$ cat src/rtl/melody_sequencer.sv
// Score-RAM driven note sequencer feeding a note/octave tone divider.
// Optional MELODY_SEQ_LOOP_EN adds a loop input that restarts the tune instead of completing.
module melody_sequencer #(
  parameter int ADDR_W    = 6,
  parameter int TICK_DIV  = 3125000,
  parameter int GAP_TICKS = 1
) (
  input  logic              clk,
  input  logic              rst_n,
  input  logic              wr_en,
  input  logic [ADDR_W-1:0] wr_addr,
  input  logic [15:0]       wr_data,
  input  logic              start,
  input  logic              stop,
`ifdef MELODY_SEQ_LOOP_EN
  input  logic              loop,
`endif
  output logic [3:0]        note,
  output logic [2:0]        octave,
  output logic              tone_en,
  output logic              busy,
  output logic              done,
  output logic [ADDR_W-1:0] cur_addr
);
  typedef enum logic [2:0] {IDLE, FETCH, DECODE, PLAY, GAP} state_t;

  localparam int                PW         = (TICK_DIV > 1) ? $clog2(TICK_DIV) : 1;
  localparam logic [PW-1:0]     PRESC_LAST = PW'(TICK_DIV - 1);
  localparam logic [6:0]        GAP_LOAD   = 7'(GAP_TICKS);
  localparam logic [ADDR_W-1:0] LAST_ADDR  = '1;

  state_t        state, state_n;
  logic [15:0]   ram [2**ADDR_W];
  logic [15:0]   rd_data;
  logic [PW-1:0] presc;
  logic [6:0]    dur_cnt;
  logic          rest_q;

  logic tick, last_tick, step, end_seq, adv, clr_addr;
  logic load_entry, load_gap, done_n, tone_n, loop_sel;

`ifdef MELODY_SEQ_LOOP_EN
  assign loop_sel = loop;
`else
  assign loop_sel = 1'b0;
`endif

  always_ff @(posedge clk or negedge rst_n) begin
    if (!rst_n) state <= IDLE;
    else        state <= state_n;
  end

  always_comb begin
    state_n    = state;
    step       = 1'b0;
    end_seq    = 1'b0;
    adv        = 1'b0;
    clr_addr   = 1'b0;
    load_entry = 1'b0;
    load_gap   = 1'b0;
    done_n     = 1'b0;
    tick       = (presc == PRESC_LAST);
    last_tick  = tick && (dur_cnt == 7'd1);
    unique case (state)
      IDLE:   if (start) begin state_n = FETCH; clr_addr = 1'b1; end
      FETCH:  state_n = DECODE;
      DECODE: begin
        if (rd_data[15])              end_seq = 1'b1;
        else if (rd_data[6:0] == '0)  step = 1'b1;
        else begin load_entry = 1'b1; state_n = PLAY; end
      end
      PLAY: if (last_tick) begin
        if (GAP_TICKS == 0) step = 1'b1;
        else begin load_gap = 1'b1; state_n = GAP; end
      end
      GAP:     if (last_tick) step = 1'b1;
      default: state_n = IDLE;
    endcase
    // Stepping past the last address is treated like an end marker.
    if (step) begin
      if (cur_addr == LAST_ADDR) end_seq = 1'b1;
      else begin adv = 1'b1; state_n = FETCH; end
    end
    if (end_seq) begin
      if (loop_sel) begin clr_addr = 1'b1; state_n = FETCH; end
      else begin done_n = 1'b1; state_n = IDLE; end
    end
    if (stop) begin
      state_n    = IDLE;
      done_n     = 1'b0;
      adv        = 1'b0;
      clr_addr   = 1'b0;
      load_entry = 1'b0;
      load_gap   = 1'b0;
    end
    // Rest bit comes straight from the RAM word on the cycle PLAY is entered.
    tone_n = (state_n == PLAY) && (load_entry ? !rd_data[14] : !rest_q);
  end

  always_ff @(posedge clk) begin
    if (wr_en && state == IDLE) ram[wr_addr] <= wr_data;
  end

  always_ff @(posedge clk or negedge rst_n) begin
    if (!rst_n) begin
      note     <= '0;
      octave   <= '0;
      tone_en  <= 1'b0;
      busy     <= 1'b0;
      done     <= 1'b0;
      cur_addr <= '0;
      rd_data  <= '0;
      presc    <= '0;
      dur_cnt  <= '0;
      rest_q   <= 1'b0;
    end else begin
      busy    <= (state_n != IDLE);
      done    <= done_n;
      tone_en <= tone_n;
      if (state == FETCH) rd_data <= ram[cur_addr];
      if (clr_addr)  cur_addr <= '0;
      else if (adv)  cur_addr <= cur_addr + 1'b1;
      if (load_entry) begin
        note    <= rd_data[10:7];
        octave  <= rd_data[13:11];
        rest_q  <= rd_data[14];
        dur_cnt <= rd_data[6:0];
        presc   <= '0;
      end else if (load_gap) begin
        dur_cnt <= GAP_LOAD;
        presc   <= '0;
      end else if (state == PLAY || state == GAP) begin
        if (tick) begin
          presc   <= '0;
          dur_cnt <= dur_cnt - 7'd1;
        end else begin
          presc   <= presc + 1'b1;
        end
      end
    end
  end
endmodule

$ cat config.mk
export PLATFORM = sky130hd
export DESIGN_NAME = melody_sequencer
export DESIGN_NICKNAME = d
export VERILOG_FILES = /design/src/rtl/melody_sequencer.sv
export SDC_FILE = /design/constraint.sdc
export NUM_CORES = 1
export LEC_CHECK = 0
export CAP_MARGIN = 10
export CORE_MARGIN = 1.5
export CORE_UTILIZATION = 31
export DETAILED_ROUTE_END_ITERATION = 7
export GPL_TIMING_DRIVEN = 1
export PLACE_DENSITY = 0.43
export SYNTH_ARGS = -nofsm -noshare
export SYNTH_HDL_FRONTEND = slang
export SYNTH_SLANG_ARGS = --single-unit
$ cat constraint.sdc
create_clock -name clk -period 6.5 [get_ports clk]
set_input_delay 0.65 -clock clk [delete_from_list [all_inputs] [get_ports clk]]
set_output_delay 0.65 -clock clk [all_outputs]
set_load 0.02 [all_outputs]
==> run summary, run 1 <==
=====================================================================================
Critical R2R Capture                                                       rd_data[1]
Total power density per cell area                                         303 nW/um^2
Outcome                                                                     completed
Capturing element type of the critical path                              primary output
Max transition margin                                                           0.228
Most heavily used metal layer in global routing                                  met2
Worst clock skew on the final layout                                        0.0248 ns
Register area                                                              32400 um^2
Slowest library cell on the worst path                                   sky130_fd_sc_hd__dfrtp_4
Tmin final                                                                    3.84 ns
Total setup buffers inserted after CTS                                              0
Number of buffers created by CTS                                                  117
GR Layer Usage met1                                                             0.232
Sequential share of the synthesized area                                        0.760
Worst reg-to-reg path cell count                                                    7
Setup TNS                                                                        0 ns
Overall routing resource usage                                                  0.168
Layout area overhead                                                            15.3%
Critical path, cell by cell                                              buf_12 -> clkdlybuf4s50_1
Leakage power                                                                 14.9 nW
Crit-path leading delay family                                           buffers and inverters
IR Drop Worst-Case VDD                                                       0.199 mV
Die height                                                                     374 um
# nets final                                                                     2361
Post-synthesis average cell area                                            19.3 um^2
Multi-input combinational cell area                                         9740 um^2
Number of cells produced by synthesis                                            2206
# clock sinks                                                                    1089
Met2 layer usage reported by global route                                       0.269
Critical-path maximum fanout                                                       81
Total nets after synthesis                                                       2237
Critical path start-end classification                                     reg -> out
MaxCap Viol Count                                                                   0
Root Buffer                                                              sky130_fd_sc_hd__clkbuf_16
Setup repair after global routing missed its margin                             false
Placement row count                                                               135
Routed wirelength normalized by instance count                                27.8 um
DRC viols                                                                           0
Dominant cell type by area after synthesis                               sky130_fd_sc_hd__edfxtp_1
Post-synthesis sequential element count                                          1089
Area share of the leading cell type in the synthesized netlist                  0.722
Worst setup SP type                                                              flop
Total Die Area                                                            140000 um^2
Detail Placement HPWL                                                        68100 um
Post-synthesis cell area                                                   42600 um^2
Total chip power                                                             0.0149 W
Netlist cell types                                                                 61
Width of the die                                                               374 um
Count of routing violations after the opening detailed-route iteration           1966
Overall via count from detail_route                                             21400
Count of final setup violators                                                      0
Number of gates resized after cts                                                   0
Buffers on Ports                                                                   42
Number of top-level design ports                                                   43
Area of the placeable core                                                136000 um^2
Routability cong.                                                               0.765
Total Routed Length                                                         117000 um
Cells taking the most area after synthesis                               sky130_fd_sc_hd__edfxtp_1 (72%), sky130_fd_sc_hd__mux4_2 (10%), sky130_fd_sc_hd__mux2i_1 (4.2%), sky130_fd_sc_hd__dfrtp_1 (3.8%), sky130_fd_sc_hd__nor2_1 (1.2%)
Register-to-register setup slack                                              2.75 ns
CTS Hold Buffers Added                                                              0
Worst min-delay path class                                                in -> async
Global routing usage on met3                                                   0.0369
Share of flip-flops with an asynchronous set or reset after synthesis          0.0597
Global route total overflow                                                         0
Signal arrival time at the worst endpoint                                     3.19 ns
Top flip-flop cell by instance count after synthesis                     sky130_fd_sc_hd__edfxtp_1
Warning count from the yosys run                                                    0
Router iterations before antenna repair                                             6
Later-pin clock latency in the skew report                                    0.73 ns
Final period utilization                                                        0.590
Crit path buffers/inverters                                                         2
Filler cell count                                                               12500
Ratio of routed vias to standard cells                                           5.08
Antenna viol nets, final                                                            0
Buffers from clock root to sink, at most                                            3
Critical register-to-register path startpoint                             cur_addr[0]
Critical Path Max Stage Delay                                                 0.88 ns
Antenna violations before repair                                                    5
Via count of the first global-routing pass                                      22200
First-pass GRT wire length                                                  168000 um
Hold Violations, Final                                                              0
Maximum operating frequency                                                   261 MHz
Layout cell share with drive strength beyond 1                                  0.211
Reg clk slew, reported paths                                                  0.06 ns
Initial core utilization                                                        0.313
Number of flops mapped to enable cells by yosys                                  1024
H-tree lvl count                                                                    3
Clock tree from TritonCTS                                                        done
CP required                                                                   5.85 ns
Maximum number of pins on one net before global-route repair                      115
Slew at the pin closest to its max-slew limit                                 1.16 ns
Pins Over Slew Limit                                                                0
=====================================================================================
[how the worst max path moves through the flow]
stage / start / endpoint / slack (ns) / cells after the start
3_5_place_dp: cur_addr[0] / rd_data[1] / 2.72 / 7
6_report: cur_addr[0] / cur_addr[0] / 2.66 / 2
3_3_place_gp: cur_addr[2] / rd_data[1] / 2.41 / 7
4_1_cts: cur_addr[0] / cur_addr[0] / 2.57 / 2
5_1_grt: cur_addr[0] / cur_addr[0] / 2.47 / 2
2_1_floorplan: wr_addr[4] / ram[16][0] / 3.93 / 4
[registers in the layout, indices dropped and copies added (netlist names)]
| signal | count |
|---|---|
| tone_en | 1 |
| cur_addr | 6 |
| state | 3 |
| ram | 1024 |
| octave | 3 |
| presc | 22 |
| rd_data | 16 |
| busy | 1 |
| note | 4 |
| done | 1 |
| dur_cnt | 7 |
| rest_q | 1 |
[cell type report]
class | instances | area share
Antenna cell | 1 | 0.0000509
Multi-Input combinational cell | 988 | 0.198
Clock inverter | 82 | 0.0132
Sequential cell | 1089 | 0.659
Timing Repair Buffer | 128 | 0.0215
Inverter | 6 | 0.000458
Tap cell | 1781 | 0.0453
Clock buffer | 135 | 0.0623
[metrics by stage]
stage               std cells  utilization  setup WS, ns  hold slack [ns]  cell area, um^2
floorplan                2206            -          3.93            0.354            42600
global placement         3992        0.334          2.41            0.460            45400
detailed placement       3992        0.334          2.72            0.470            45400
CTS                      4209        0.361          2.57            0.148            49100
global route             4209        0.361          2.47            0.203            49100
finish                   4210        0.361          2.66            0.175            49100
[where the power goes]
group | switching [W] | leakage [nW] | total, W | internal (W)
logic | 0.000352 | 3.08 | 0.000512 | 0.000159
clock network | 0.00274 | 1.82 | 0.00645 | 0.00371
registers | 0.000144 | 10.0 | 0.00794 | 0.00780
total | 0.00324 | 14.9 | 0.0149 | 0.0117
[cell families after synthesis]
kind of cell	after synthesis	synth area share
DFF	1089	0.760
and+or+nand+nor	375	0.0417
muxes	373	0.145
AOI/OAI and AO/OA	211	0.0343
buffers and inverters	129	0.0132
xor gates and xnor gates	25	0.00514
adders and majority gates	4	0.00117
[routing by layer]
metal | vias to the layer above | share of wire
li1 | 9254 | -
met1 | 11400 | 0.45
met2 | 562 | 0.47
met3 | 140 | 0.056
met4 | 4 | 0.022
met5 | - | 0.00020
[cells in the final DEF (no fill, tap or decap), types with 7 or more instances in the layout]
cell	netlist	routed
sky130_fd_sc_hd__a211oi_1	33	33
sky130_fd_sc_hd__a21oi_1	31	31
sky130_fd_sc_hd__a221oi_1	30	30
sky130_fd_sc_hd__a31oi_1	8	8
sky130_fd_sc_hd__buf_2	43	17
sky130_fd_sc_hd__buf_4	6	80
sky130_fd_sc_hd__bufinv_16	0	9
sky130_fd_sc_hd__clkbuf_1	65	15
sky130_fd_sc_hd__clkbuf_16	0	120
sky130_fd_sc_hd__clkdlybuf4s50_1	0	25
sky130_fd_sc_hd__clkinv_1	0	31
sky130_fd_sc_hd__clkinv_2	0	31
sky130_fd_sc_hd__clkinvlp_4	0	8
sky130_fd_sc_hd__dfrtp_1	65	62
sky130_fd_sc_hd__edfxtp_1	1024	1024
sky130_fd_sc_hd__mux2i_1	177	177
sky130_fd_sc_hd__mux4_2	195	195
sky130_fd_sc_hd__nand2_1	87	87
sky130_fd_sc_hd__nand3_1	28	28
sky130_fd_sc_hd__nor2_1	138	117
sky130_fd_sc_hd__nor2_2	0	21
sky130_fd_sc_hd__nor2b_1	11	10
sky130_fd_sc_hd__nor3_1	40	40
sky130_fd_sc_hd__nor4_1	7	7
sky130_fd_sc_hd__o21ai_0	42	42
sky130_fd_sc_hd__o221ai_1	15	15
sky130_fd_sc_hd__o22ai_1	22	22
sky130_fd_sc_hd__o2bb2ai_1	7	7
sky130_fd_sc_hd__o31ai_1	9	9
sky130_fd_sc_hd__or3_1	9	9
sky130_fd_sc_hd__xnor2_1	17	17
sky130_fd_sc_hd__xor2_1	8	8
[worst reg2reg max path: stages (launching register included)]
cell and delay (ns):
sky130_fd_sc_hd__dfrtp_4 0.88, sky130_fd_sc_hd__buf_12 0.58, sky130_fd_sc_hd__and2_1 0.98, sky130_fd_sc_hd__a221oi_1 0.20, sky130_fd_sc_hd__o21ai_0 0.16, sky130_fd_sc_hd__nand3_1 0.20
sky130_fd_sc_hd__nor2_1 0.51, sky130_fd_sc_hd__nor3_1 0.10
[cell usage after synthesis, types with 5 or more instances]
library cell / number
sky130_fd_sc_hd__and2_1: 6
sky130_fd_sc_hd__buf_4: 6
sky130_fd_sc_hd__nand2_1: 87
sky130_fd_sc_hd__a221oi_1: 30
sky130_fd_sc_hd__mux4_2: 195
sky130_fd_sc_hd__or3_1: 9
sky130_fd_sc_hd__xnor2_1: 17
sky130_fd_sc_hd__nor2_1: 138
sky130_fd_sc_hd__nand2b_1: 6
sky130_fd_sc_hd__o221ai_1: 15
sky130_fd_sc_hd__inv_1: 6
sky130_fd_sc_hd__nor3_1: 40
sky130_fd_sc_hd__mux2i_1: 177
sky130_fd_sc_hd__clkbuf_1: 65
sky130_fd_sc_hd__a211oi_1: 33
sky130_fd_sc_hd__o22ai_1: 22
sky130_fd_sc_hd__o2bb2ai_1: 7
sky130_fd_sc_hd__o31ai_1: 9
sky130_fd_sc_hd__nand4_1: 5
sky130_fd_sc_hd__o21ai_0: 42
sky130_fd_sc_hd__xor2_1: 8
sky130_fd_sc_hd__nand3_1: 28
sky130_fd_sc_hd__buf_1: 9
sky130_fd_sc_hd__and3_1: 6
sky130_fd_sc_hd__buf_2: 43
sky130_fd_sc_hd__a31oi_1: 8
sky130_fd_sc_hd__nor4_1: 7
sky130_fd_sc_hd__dfrtp_1: 65
sky130_fd_sc_hd__nor2b_1: 11
sky130_fd_sc_hd__edfxtp_1: 1024
sky130_fd_sc_hd__a21oi_1: 31
No activity file was read; power rests on OpenSTA's default activity.
==> run 2: changes to the inputs <==
==> constraint.sdc (replaced) <==
create_clock -name clk -period 3.8 [get_ports clk]
set_input_delay 0.38 -clock clk [delete_from_list [all_inputs] [get_ports clk]]
set_output_delay 0.38 -clock clk [all_outputs]
set_load 0.02 [all_outputs]
==> run 2 against run 1 <==
First-iteration DRC count shrank 11%. Sequential share of layout area decreased by 1.2 points. Utilization increased by 0.70 points. Combinational power increased by 84%. Largest power group unchanged. Critical endpoint is now rd_data[7]. Critical path type is now reg -> reg. Setup slack got worse by 2.1 ns.
==> run summary, run 2 (same netlist as run 1, synthesis figures left out) <==
=====================================================================================
Outcome                                                                     completed
Width of the die                                                               374 um
Area of the placeable core                                                136000 um^2
First-pass GRT wire length                                                  174000 um
Switching part of the total                                                     0.213
Worst slack at placement                                                     0.457 ns
Hold Violations, Final                                                              0
Origin of the worst min-delay path                                        wr_data[10]
H-tree lvl count                                                                    3
Die height                                                                     374 um
Routability cong.                                                               0.800
Crit-path leading delay family                                           simple AND/OR/NAND/NOR gates
Setup repair after global routing missed its margin                             false
Worst min-delay path class                                                  in -> reg
Origin of the worst setup path                                            cur_addr[0]
Power share of the combinational group                                          0.036
Router iterations before antenna repair                                             5
Part of the total power dissipated in the clock network                         0.450
Count of final setup violators                                                      0
Largest register FFs                                                             1024
Worst Setup Slack, final                                                     0.573 ns
Signal arrival time at the worst endpoint                                     3.84 ns
Later-pin clock latency in the skew report                                    0.74 ns
Layout cell share with drive strength beyond 1                                  0.234
Routed wirelength normalized by instance count                                28.3 um
DRC viols                                                                           0
Root Buffer                                                              sky130_fd_sc_hd__clkbuf_16
Critical path start-end classification                                     reg -> reg
IR Drop Worst-Case VDD                                                       0.424 mV
Number of buffers created by CTS                                                  116
Slew at the pin closest to its max-slew limit                                 1.16 ns
Tmin final                                                                    3.23 ns
Capturing element type of the critical path                                      flop
Global route total overflow                                                         0
Antenna violations before repair                                                    5
Leakage power                                                                 15.5 nW
Leading cell type in the layout, fill and taps excluded                  sky130_fd_sc_hd__edfxtp_1
Overall via count from detail_route                                             21900
Crit path buffers/inverters                                                         2
Antenna viol nets, final                                                            0
Count of routing violations after the opening detailed-route iteration           1745
Number of gates resized after cts                                                   0
Final period utilization                                                        0.849
CP required                                                                   4.41 ns
Biggest regs                                                             ram (1024), presc (22), rd_data (16)
Global routing usage on met3                                                   0.0259
Clock tree from TritonCTS                                                        done
MaxCap Viol Count                                                                   0
Ratio of routed vias to standard cells                                           5.10
Placement row count                                                               135
# clock sinks                                                                    1089
Worst setup SP type                                                              flop
# nets final                                                                     2439
Pins Over Slew Limit                                                                0
Maximum number of pins on one net before global-route repair                       92
Worst clock skew on the final layout                                        0.0364 ns
Total Die Area                                                            140000 um^2
Detail Placement HPWL                                                        75300 um
Critical register-to-register path startpoint                             cur_addr[0]
Proportion of power drawn by flip-flops and latches                             0.514
Slowest library cell on the worst path                                   sky130_fd_sc_hd__dfrtp_4
Total Routed Length                                                         121000 um
Overall routing resource usage                                                  0.174
Most heavily used metal layer in global routing                                  met2
Cell internal pwr                                                            0.0208 W
Critical-path maximum fanout                                                       33
Maximum operating frequency                                                   310 MHz
Most frequent cells in the layout                                        sky130_fd_sc_hd__edfxtp_1 (1024), sky130_fd_sc_hd__mux4_2 (195), sky130_fd_sc_hd__mux2i_1 (177)
Number of top-level design ports                                                   43
Max transition margin                                                           0.226
Buffers on Ports                                                                   42
Initial core utilization                                                        0.313
Layout area overhead                                                            17.5%
Setup TNS                                                                        0 ns
Met2 layer usage reported by global route                                       0.296
Critical Path Max Stage Delay                                                 0.73 ns
GR Layer Usage met1                                                             0.232
Register containing the most flip-flops in the final layout                       ram
Psw                                                                         0.00562 W
Buffers from clock root to sink, at most                                            3
Via count of the first global-routing pass                                      23100
Reg clk slew, reported paths                                                  0.06 ns
Total power density per cell area                                         527 nW/um^2
Critical path, cell by cell                                              buf_12 -> buf_4 -> mux4_2 -> o21ai_0 -> nand3_1 -> nor2_1 -> nor3_1
=====================================================================================
## run 2: layout make-up
| cell class | instances | area [um^2] |
|---|---|---|
| fillers | 12400 | 85900 |
| flip-flops and latches | 1089 | 32400 |
| multi-input cells | 988 | 9740 |
| clock buffers | 142 | 3060 |
| well taps | 1781 | 2230 |
| repair buffers | 207 | 1730 |
| clock inverters | 74 | 918 |
| inverters | 6 | 22.5 |
| diodes | 2 | 5.00 |
## run 2: layer usage
layer | part of all wire | up-vias
met5 | 0.00035 | -
met4 | 0.019 | 6
met3 | 0.046 | 160
met2 | 0.50 | 496
met1 | 0.44 | 11800
li1 | - | 9414
## run 2: final timing paths
path	to	slack, ns	depth (start not counted)
max reg2reg	rd_data[7]	0.57	7
max in group asynchronous	cur_addr[1]	2.55	3
min in group asynchronous	octave[0]	0.45	3
max	rd_data[7]	0.57	7
min reg2reg	octave[1]	0.47	2
min	ram[2][10]	0.26	1
## run 2: repair_timing
item,4_1_cts,5_1_grt
endpoints found under the hold margin,65,0
hold buffers,1,0
buffers inserted,0,0
## run 2: through the flow
step / hold WS [ns] / util / cells / total power (W) / cell area (um^2)
global route: 0.266 / 0.368 / 4287 / 0.0272 / 50100
floorplan: 0.0844 / - / 2206 / 0.0141 / 42600
finish: 0.258 / 0.368 / 4289 / 0.0264 / 50100
global placement: 0.465 / 0.339 / 4070 / 0.0148 / 46100
detailed placement: 0.468 / 0.339 / 4070 / 0.0148 / 46100
CTS: 0.230 / 0.368 / 4287 / 0.0267 / 50100
## run 2: power groups by stage
stage                     Sequential [W]  Clock (W)  Combinational, W
after global placement            0.0138          0          0.000941
after global routing              0.0136     0.0126           0.00103
final                             0.0136     0.0119          0.000942
after floorplan                   0.0137          0          0.000339
after CTS                         0.0136     0.0121          0.000962
after detailed placement          0.0138          0          0.000960
